## src/rtl/script_executor_pkg.sv

```systemverilog
// ============================================================================
// Package : script_executor_pkg
// Brief   : Opcodes, channels, states and feedback indices for the script executor.
// Revision: 1.0 - initial release
// ============================================================================
`default_nettype none

package script_executor_pkg;

    localparam logic [2:0] OP_ACT  = 3'd0;
    localparam logic [2:0] OP_JIF  = 3'd1;
    localparam logic [2:0] OP_WAIT = 3'd2;
    localparam logic [2:0] OP_WUNT = 3'd3;
    localparam logic [2:0] OP_GAME = 3'd4;
    localparam logic [2:0] OP_TGT  = 3'd5;
    localparam logic [2:0] OP_GOTO = 3'd6;
    localparam logic [2:0] OP_ILL  = 3'd7;

    localparam logic [1:0] CH_GAME = 2'b01;
    localparam logic [1:0] CH_OPER = 2'b10;
    localparam logic [1:0] CH_TGT  = 2'b11;

    localparam logic [5:0] GAME_START = 6'd1;
    localparam logic [5:0] GAME_END   = 6'd2;

    localparam int FB_IN_FRONT        = 0;
    localparam int FB_HAS_ITEM_HAND   = 1;
    localparam int FB_PROCESSING      = 2;
    localparam int FB_HAS_ITEM_TARGET = 3;

    typedef enum logic [2:0] {
        S_IDLE   = 3'd0,
        S_FETCH  = 3'd1,
        S_DECODE = 3'd2,
        S_SEND   = 3'd3,
        S_WAIT_T = 3'd4,
        S_WAIT_C = 3'd5,
        S_DONE   = 3'd6,
        S_ERROR  = 3'd7
    } state_t;

    function automatic logic [7:0] make_tx_byte(input logic [5:0] payload, input logic [1:0] chan);
        return {payload, chan};
    endfunction

    // sub[1:0] selects the feedback bit, sub[2] is the level it must equal
    function automatic logic fb_match(input logic [3:0] fb, input logic [2:0] sub);
        return fb[sub[1:0]] == sub[2];
    endfunction

endpackage

`default_nettype wire

```

## src/rtl/script_wait_timer.sv

```systemverilog
// ============================================================================
// Module  : script_wait_timer
// Brief   : Counts ms_tick pulses against a loaded target; expired marks the reaching tick.
// Revision: 1.0 - initial release
// ============================================================================
`default_nettype none

module script_wait_timer #(
    parameter int WIDTH = 16
) (
    input  logic             clock,
    input  logic             reset,
    input  logic             clear,
    input  logic             load,
    input  logic [WIDTH-1:0] load_value,
    input  logic             tick,
    output logic             expired
);

    logic [WIDTH-1:0] r_count;
    logic [WIDTH-1:0] r_target;
    logic [WIDTH-1:0] w_count_inc;

    assign w_count_inc = r_count + {{(WIDTH-1){1'b0}}, 1'b1};
    // Asserted combinationally so the owner can leave on the very tick that completes the wait
    assign expired     = tick && (w_count_inc == r_target);

    always_ff @(posedge clock) begin
        if (reset || clear) begin
            r_count  <= '0;
            r_target <= '0;
        end else if (load) begin
            r_count  <= '0;
            r_target <= load_value;
        end else if (tick && (r_count != r_target)) begin
            r_count <= w_count_inc;
        end
    end

endmodule

`default_nettype wire

```

## src/rtl/script_executor.sv

```systemverilog
// ============================================================================
// Module  : script_executor
// Brief   : Fetches ScriptMem instructions and turns them into UART bytes, waits and jumps.
// Revision: 1.0 - initial release
// ============================================================================
`default_nettype none

module script_executor
    import script_executor_pkg::*;
#(
    parameter int WAIT_UNIT  = 10,
    parameter int MAX_TARGET = 20
) (
    input  logic        clock,
    input  logic        reset,
    input  logic        script_mode,
    input  logic        enable,
    input  logic [15:0] script,
    output logic [7:0]  pc,
    input  logic        ms_tick,
    input  logic [3:0]  feedback,
    output logic [7:0]  tx_bits,
    output logic        tx_valid,
    input  logic        tx_ready,
    output logic        running,
    output logic        done,
    output logic        error
);

    localparam logic [15:0] C_WAIT_UNIT  = 16'(WAIT_UNIT);
    localparam logic [7:0]  C_MAX_TARGET = 8'(MAX_TARGET);

    state_t      r_state, w_state_next;
    logic [7:0]  r_pc, w_pc_next;
    logic [7:0]  r_tx_bits, w_tx_bits_next;
    logic        r_tx_valid, w_tx_valid_next;
    logic        r_last, w_last_next;
    logic        w_tmr_load, w_tmr_clear, w_tmr_expired;

    logic [2:0]  w_op;
    logic [2:0]  w_sub;
    logic [7:0]  w_arg;
    logic [15:0] w_wait_target;
    logic        w_unused_rsvd;

    assign w_op          = script[2:0];
    assign w_sub         = script[7:5];
    assign w_arg         = script[15:8];
    assign w_unused_rsvd = ^script[4:3];
    assign w_wait_target = 16'(w_arg) * C_WAIT_UNIT;

    script_wait_timer #(
        .WIDTH (16)
    ) u_wait_timer (
        .clock      (clock),
        .reset      (reset),
        .clear      (w_tmr_clear),
        .load       (w_tmr_load),
        .load_value (w_wait_target),
        .tick       (ms_tick),
        .expired    (w_tmr_expired)
    );

    always_ff @(posedge clock) begin
        if (reset) begin
            r_state    <= S_IDLE;
            r_pc       <= 8'd0;
            r_tx_bits  <= 8'd0;
            r_tx_valid <= 1'b0;
            r_last     <= 1'b0;
        end else begin
            r_state    <= w_state_next;
            r_pc       <= w_pc_next;
            r_tx_bits  <= w_tx_bits_next;
            r_tx_valid <= w_tx_valid_next;
            r_last     <= w_last_next;
        end
    end

    always_comb begin
        w_state_next    = r_state;
        w_pc_next       = r_pc;
        w_tx_bits_next  = r_tx_bits;
        w_tx_valid_next = r_tx_valid;
        w_last_next     = r_last;
        w_tmr_load      = 1'b0;
        w_tmr_clear     = 1'b0;

        // Abort wins over everything; an in-flight byte is simply dropped
        if ((r_state != S_IDLE) && (script_mode || !enable)) begin
            w_state_next    = S_IDLE;
            w_pc_next       = 8'd0;
            w_tx_valid_next = 1'b0;
            w_last_next     = 1'b0;
            w_tmr_clear     = 1'b1;
        end else begin
            case (r_state)
                S_IDLE: begin
                    if (enable && !script_mode) begin
                        w_state_next = S_FETCH;
                        w_pc_next    = 8'd0;
                    end
                end
                S_FETCH: w_state_next = S_DECODE;
                S_DECODE: begin
                    case (w_op)
                        OP_ACT: begin
                            if ((w_sub == 3'd0) || (w_sub >= 3'd6)) begin
                                w_state_next = S_ERROR;
                            end else begin
                                w_tx_bits_next  = make_tx_byte({3'b000, w_sub}, CH_OPER);
                                w_tx_valid_next = 1'b1;
                                w_last_next     = 1'b0;
                                w_state_next    = S_SEND;
                            end
                        end
                        OP_JIF: begin
                            w_pc_next    = fb_match(feedback, w_sub) ? w_arg : r_pc + 8'd1;
                            w_state_next = S_FETCH;
                        end
                        OP_WAIT: begin
                            if (w_arg == 8'd0) begin
                                w_pc_next    = r_pc + 8'd1;
                                w_state_next = S_FETCH;
                            end else begin
                                w_tmr_load   = 1'b1;
                                w_state_next = S_WAIT_T;
                            end
                        end
                        OP_WUNT: w_state_next = S_WAIT_C;
                        OP_GAME: begin
                            if (w_sub == 3'd1) begin
                                w_tx_bits_next  = make_tx_byte(GAME_START, CH_GAME);
                                w_tx_valid_next = 1'b1;
                                w_last_next     = 1'b0;
                                w_state_next    = S_SEND;
                            end else if (w_sub == 3'd2) begin
                                w_tx_bits_next  = make_tx_byte(GAME_END, CH_GAME);
                                w_tx_valid_next = 1'b1;
                                w_last_next     = 1'b1;
                                w_state_next    = S_SEND;
                            end else begin
                                w_state_next = S_ERROR;
                            end
                        end
                        OP_TGT: begin
                            if ((w_arg == 8'd0) || (w_arg > C_MAX_TARGET)) begin
                                w_state_next = S_ERROR;
                            end else begin
                                w_tx_bits_next  = make_tx_byte(w_arg[5:0], CH_TGT);
                                w_tx_valid_next = 1'b1;
                                w_last_next     = 1'b0;
                                w_state_next    = S_SEND;
                            end
                        end
                        OP_GOTO: begin
                            w_pc_next    = w_arg;
                            w_state_next = S_FETCH;
                        end
                        default: w_state_next = S_ERROR;
                    endcase
                end
                S_SEND: begin
                    if (tx_ready) begin
                        w_tx_valid_next = 1'b0;
                        if (r_last) begin
                            w_state_next = S_DONE;
                        end else begin
                            w_pc_next    = r_pc + 8'd1;
                            w_state_next = S_FETCH;
                        end
                    end
                end
                S_WAIT_T: begin
                    if (w_tmr_expired) begin
                        w_pc_next    = r_pc + 8'd1;
                        w_tmr_clear  = 1'b1;
                        w_state_next = S_FETCH;
                    end
                end
                S_WAIT_C: begin
                    if (fb_match(feedback, w_sub)) begin
                        w_pc_next    = r_pc + 8'd1;
                        w_state_next = S_FETCH;
                    end
                end
                default: ;
            endcase
        end
    end

    assign pc       = r_pc;
    assign tx_bits  = r_tx_bits;
    assign tx_valid = r_tx_valid;
    assign running  = (r_state != S_IDLE) && (r_state != S_DONE) && (r_state != S_ERROR);
    assign done     = (r_state == S_DONE);
    assign error    = (r_state == S_ERROR);

endmodule

`default_nettype wire

```

## config.mk

```make
export PLATFORM = sky130hd
export DESIGN_NAME = script_executor
export DESIGN_NICKNAME = d
export VERILOG_FILES = /design/src/rtl/script_executor_pkg.sv /design/src/rtl/script_wait_timer.sv /design/src/rtl/script_executor.sv
export SDC_FILE = /design/constraint.sdc
export NUM_CORES = 1
export LEC_CHECK = 0
export ABC_CLOCK_PERIOD_IN_PS = 2700
export BUFFER_PORTS_ARGS = -buffer_cell sky130_fd_sc_hd__buf_4
export CAP_MARGIN = 20
export CORE_ASPECT_RATIO = 1.2
export CORE_MARGIN = 2
export CORE_UTILIZATION = 50
export DETAILED_ROUTE_END_ITERATION = 10
export PLACE_DENSITY = 0.74
export SLEW_MARGIN = 10
export SYNTH_ARGS = -nofsm -noshare
export SYNTH_HDL_FRONTEND = slang
export SYNTH_SLANG_ARGS = --single-unit
```

## constraint.sdc

```tcl
create_clock -name clock -period 2.7 [get_ports clock]
set_input_delay 0.405 -clock clock [delete_from_list [all_inputs] [get_ports clock]]
set_output_delay 0.405 -clock clock [all_outputs]
set_load 0.01 [all_outputs]
```

### Yosys cells after proc, flatten, opt, wreduce, memory -nomap -nowiden

Index checks and enable logic that the tools add are counted.

| storage, ports and cells | value |
|---|---|
| register bits | 48 |
| bits of input ports | 26 |
| output and inout port bits | 20 |
| logic and storage cells | 123 |

| operators by class | value |
|---|---|
| add/subtract/negate cells | 2 |
| multiply operators | 1 |
| $lt $le $gt $ge | 3 |
| equal/unequal tests | 34 |
| mux-type cells | 46 |
| bitwise gates (word level) | 1 |
| reductions and logical operators | 29 |

Operators by type and width:

| cell | number |
|---|---|
| 2-to-1 mux 8 bit | 11 |
| case mux 8 bit (3 select lines) | 2 |
| case mux 8 bit (5 select lines) | 1 |
| case mux 3 bit (6 select lines) | 2 |
| 2-to-1 mux 3 bit | 10 |
| equality test 3 bit (second input constant) | 7 |
| inequality test 3 bit (second input constant) | 6 |
| adder 16 x 1 -> 16 bit (second input constant) | 1 |
| equality test 16 x 12 -> 1 bit | 1 |
| 2-to-1 mux 1 bit | 16 |
| inequality test 16 x 12 -> 1 bit | 1 |
| equality test 3 x 2 -> 1 bit (second input constant) | 5 |
| inequality test 2 bit (second input constant) | 6 |
| AND reduction 6 bit | 2 |
| multiplier 8 x 3 -> 11 bit (second input constant) | 1 |
| AND reduction 5 bit | 2 |
| equality test 3 x 1 -> 1 bit (second input constant) | 3 |
| zero test 3 bit | 3 |
| adder 8 x 1 -> 8 bit (second input constant) | 1 |
| > comparator 8 x 5 -> 1 bit (second input constant) | 1 |
| zero test 8 bit | 1 |
| AND reduction 8 bit | 1 |
| logical AND 1 bit | 6 |
| case mux 1 bit (3 select lines) | 2 |
| 17 further kinds | 24 |

### Logic depth before layout (Yosys ltp)

| logic depth | value |
|---|---|
| depth after elaboration | 8 |
| depth in mapped cells | 11 |
| mapped depth without buffers | 10 |

### By module

From an unflattened synthesis, not the netlist that was laid out.

| unflattened totals | value |
|---|---|
| cells, all modules | 435 |
| area total of the unflattened synthesis | 3764.9 um^2 |

By module, submodules not included:

| module | times used | cells an instance | area each (um^2) | seq. area each (um^2) |
|---|---|---|---|---|
| script_wait_timer | 1 | 214 | 1913.1 | 640.6 |
| script_executor | 1 | 221 | 1851.8 | 420.4 |

### Worst setup path before layout

No wires, ideal clock.

| timing | value |
|---|---|
| kind | flip-flop to flip-flop |
| start point | register u_wait_timer.r_count[0] |
| end point | register r_pc[4], in the netlist pc[4] |
| library setup time | 0.115 ns |
| arrival time | 2.601 ns |
| required time | 2.585 ns |
| path slack | -0.017 ns |
| cell stages (with the launch flop) | 11 |
| buffers on the path | 2 |
| period minus slack after synthesis | 2.717 ns |
| cell sequence | dfxtp_1 ha_1 clkbuf_1 nand3_1 or4_1 a22oi_1 o211ai_1 or3_1 buf_2 a211o_1 a31o_1 |

| on the way | value |
|---|---|
| longest elaborated chain between the ends | 5 |

Ends and longest elaborated chain:

| what | RTL line | text |
|---|---|---|
| from (decl) | script_wait_timer.sv:20 | `logic [WIDTH-1:0] r_count;` |
| from (signal assigned) | script_wait_timer.sv:36 | `r_count <= w_count_inc;` |
| adder 16 x 1 -> 16 bit | script_wait_timer.sv:24 | `assign w_count_inc = r_count + {{(WIDTH-1){1'b0}}, 1'b1};` |
| equality test 16 x 12 -> 1 bit | script_wait_timer.sv:26 | `assign expired = tick && (w_count_inc == r_target);` |
| logical AND 1 bit | script_wait_timer.sv:26 |  |
| inequality test 2 x 1 -> 1 bit (no source line) | n/a |  |
| AND reduction 8 bit (no source line) | n/a |  |
| to (signal assigned) | script_executor.sv:73 | `r_pc <= w_pc_next;` |
| to (decl) | script_executor.sv:34 | `logic [7:0] r_pc, w_pc_next;` |

Every way passes these cells.
A chain may end at the register's enable or synchronous reset.

### Final worst setup path

| timing | value |
|---|---|
| start point | register u_wait_timer.r_count[3] |
| end point | register r_pc[4], in the netlist pc[4] |

The elaborated chain is that of the path after synthesis.

==> results.sh <==
export IMPL_finish_instance_area_um2=4043
export IMPL_async_flop_share=0
export IMPL_maxCapViolCount=0
export IMPL_end_kind="flop"
export IMPL_antenna_cells=0
export IMPL_status="finished, final reports clean"
export IMPL_cts_root_buf="clkbuf_8"
export IMPL_finalWirelength_um=8570
export IMPL_start_util=0.5231
export IMPL_rsz0062_at_grt="no"
export IMPL_hp_class="input pin to flop"
export IMPL_place_inst=555
export IMPL_dpl_worst_slack_ns=0.03112
export IMPL_p_seq_frac=0.390
export IMPL_ys_seq_area_frac=0.2832
export IMPL_swShare=0.3740
export IMPL_synth_edf_count=0
export IMPL_layout_drive_gt1_share=0.1979
export IMPL_arrival_ns=2.71
export IMPL_clk_pin_slew_ns=0.09
export IMPL_layout_common_cells="buf_4 (74), dfxtp_1 (46), nor2_1 (45)"
export IMPL_hold_violations=0
export IMPL_numCtsBuffers=5
export IMPL_synth_fa_ha_area_frac=0.05752
export IMPL_vias_per_cell=5.930
export IMPL_r2r_end="pc[4]"
export IMPL_vdd_drop_max_uv=548.2
export IMPL_rows=32
export IMPL_timing_rr_start="u_wait_timer.r_count[3]"
export IMPL_cts_sinks=48
export IMPL_die_w_um=79.20
export IMPL_p_leak_uw=0.001601
export IMPL_p_switching_uw=792.6
export IMPL_fin_cells=560
export IMPL_io_pin_count=46
export IMPL_muxShareOfSynthArea=0.04240
export IMPL_synth_compound_area_frac=0.1969
export IMPL_routabilityCongestion=0.9477
export IMPL_cts_hold_buffers_added=0
export IMPL_setup_slack_ns=0.1960
export IMPL_slew_headroom=0.5894
export IMPL_yosys_area_share_simple=0.2843
export IMPL_synth_xor_area_share=0.09808
export IMPL_cts_tree="done"
export IMPL_drc=0
export IMPL_hold_ws_ns=0.3631
export IMPL_syn_inst=420
export IMPL_critPathKind="flop to flop"
export IMPL_min_period_over_period=0.9274
export IMPL_synth_nets=461
export IMPL_htreeDepth=2
export IMPL_r2r_setup_slack_ns=0.20
export IMPL_synth_avg_cell_area_um2=8.079
export IMPL_worst_slew_pin_transition_ns=0.6160
export IMPL_dr_pass1_iters=4
export IMPL_clockBufferDepth=2
export IMPL_combPwrFrac=0.419
export IMPL_placed_area_um2=3958
export IMPL_post_route_min_period_ns=2.504
export IMPL_nNetsFinal=518
export IMPL_ant_nets=0
export IMPL_drtIter0Drc=142
export IMPL_ff2ff_path_depth=7
export IMPL_ys_types=65
export IMPL_wl_per_cell_um=15.30
export IMPL_fmax_mhz=399.4
export IMPL_min_from="reset"
export IMPL_crit_fanout=10
export IMPL_hold_path_endpoint="tx_bits[6]"
export IMPL_synth_top_family_by_area="simple AND/OR/NAND/NOR gates"
export IMPL_final_setup_viol_count=0
export IMPL_port_buffers=43
export IMPL_yosys_warnings=0
export IMPL_antenna_found_initial=0
export IMPL_grt_first_pass_wirelength_um=14680
export IMPL_grt_usage=0.2441
export IMPL_cp_start_kind="flop"
export IMPL_power_frac_clock=0.191
export IMPL_p_per_area_nw_per_um2=524.2
export IMPL_clk_latency_ns=0.30
export IMPL_synthesis_area_um2=3393
export IMPL_drv_slew=0
export IMPL_core_area_um2=6486
export IMPL_grt_pass1_vias=3244
export IMPL_globalRouteOverflowTotal=0
export IMPL_mostFrequentLayoutCell="buf_4"
export IMPL_p_int_uw=1327
export IMPL_dieArea_um2=7464
export IMPL_cp_required_ns=2.90
export IMPL_ys_ff_latch=48
export IMPL_die_y_um=94.24
export IMPL_tns_ns=0
export IMPL_syn_to_final_growth_pct=19.14
export IMPL_skew_ns=0.007772
export IMPL_synth_main_ff_cell="dfxtp_1"
export IMPL_min_path_cells=2
export IMPL_via_count=3321
export IMPL_grt_max_degree=19
export IMPL_hpwl_um=6577
[cell type report]
cell class / instances / area [µm²]
fillers: 601 / 2444
multi-input cells: 340 / 2318
flip-flops and latches: 48 / 963.4
repair buffers: 74 / 555.5
well taps: 85 / 106.4
clock buffers: 5 / 68.82
inverters: 8 / 30.03
[worst max path at each step]
| stage | start | to | cells past startpoint |
|---|---|---|---|
| CTS | u_wait_timer.r_count[5] | pc[4] | 7 |
| floorplan | u_wait_timer.r_count[0] | pc[4] | 10 |
| finish | u_wait_timer.r_count[3] | pc[4] | 7 |
| global route | u_wait_timer.r_count[0] | pc[4] | 8 |
| detailed placement | u_wait_timer.r_count[5] | pc[4] | 7 |
| global placement | u_wait_timer.r_count[5] | pc[4] | 8 |
[state kept, by name, summed over array words and instances (netlist names)]
| signal | flops |
|---|---|
| pc | 8 |
| r_last | 1 |
| r_state | 3 |
| tx_bits | 8 |
| tx_valid | 1 |
| u_wait_timer.r_count | 16 |
| u_wait_timer.r_target | 11 |
[cell families after synthesis]
group	after synthesis
simple gates	177
compound gates	97
flops	48
xor+xnor	38
buf+inv	32
fa+ha+maj	15
mux	13
[critical path, stage by stage (launching register included)]
cell      delay (ns)
dfxtp_1         0.46
nand4_4         0.15
or4_1           0.49
a22oi_1         0.19
o211ai_1        0.17
or3_4           0.42
a211o_1         0.31
a31o_1          0.20
[through the flow]
| step | total power [µW] | utilization |
|---|---|---|
| after floorplan | 1436 | - |
| after global placement | 1710 | 0.6101 |
| after detailed placement | 1728 | 0.6101 |
| after CTS | 2130 | 0.6208 |
| after global routing | 2269 | 0.6233 |
| final | 2119 | 0.6233 |
[per-layer routing]
metal / part of all wire / wire (µm) / GRT usage / vias up
li1: - / - / - / 1643
met1: 0.42 / 3617 / 0.2924 / 1553
met2: 0.51 / 4393 / 0.4386 / 109
met3: 0.047 / 406 / 0.02981 / 16
met4: 0.018 / 153 / 0.09626 / 0
met5: 0 / 0 / 0 / -
[timing repair]
item | CTS | global route
setup buffers | 0 | 0
resized for setup | 0 | 6
setup endpoints to repair | 0 | 32
[synth_stat cells, types with 3 or more instances]
cell type / n / area share
and2_1: 5 / 0.0092
nand2b_1: 13 / 0.024
nor2b_1: 9 / 0.017
a21o_1: 6 / 0.013
inv_1: 8 / 0.0088
mux2i_1: 11 / 0.032
nor3b_1: 4 / 0.0088
buf_2: 6 / 0.0088
or3_1: 6 / 0.011
clkbuf_1: 16 / 0.018
nor4_1: 4 / 0.0074
nand4_1: 12 / 0.022
nor2_1: 46 / 0.051
nand2_1: 20 / 0.022
o21ai_0: 12 / 0.018
xor2_1: 16 / 0.041
nand3_1: 12 / 0.018
xnor2_1: 22 / 0.057
a21oi_1: 25 / 0.037
o31ai_1: 3 / 0.0066
o211ai_1: 8 / 0.018
and3_1: 10 / 0.018
dfxtp_1: 48 / 0.28
a211oi_1: 13 / 0.029
ha_1: 14 / 0.052
nor3_1: 21 / 0.031
[power groups by stage]
stage	Sequential [µW]	Combinational [µW]	Clock (µW)
global route	839	988	443
finish	826	888	405
CTS	827	888	415
floorplan	834	602	0
global placement	841	869	0
detailed placement	843	885	0
(Power assumes the default switching activity.)
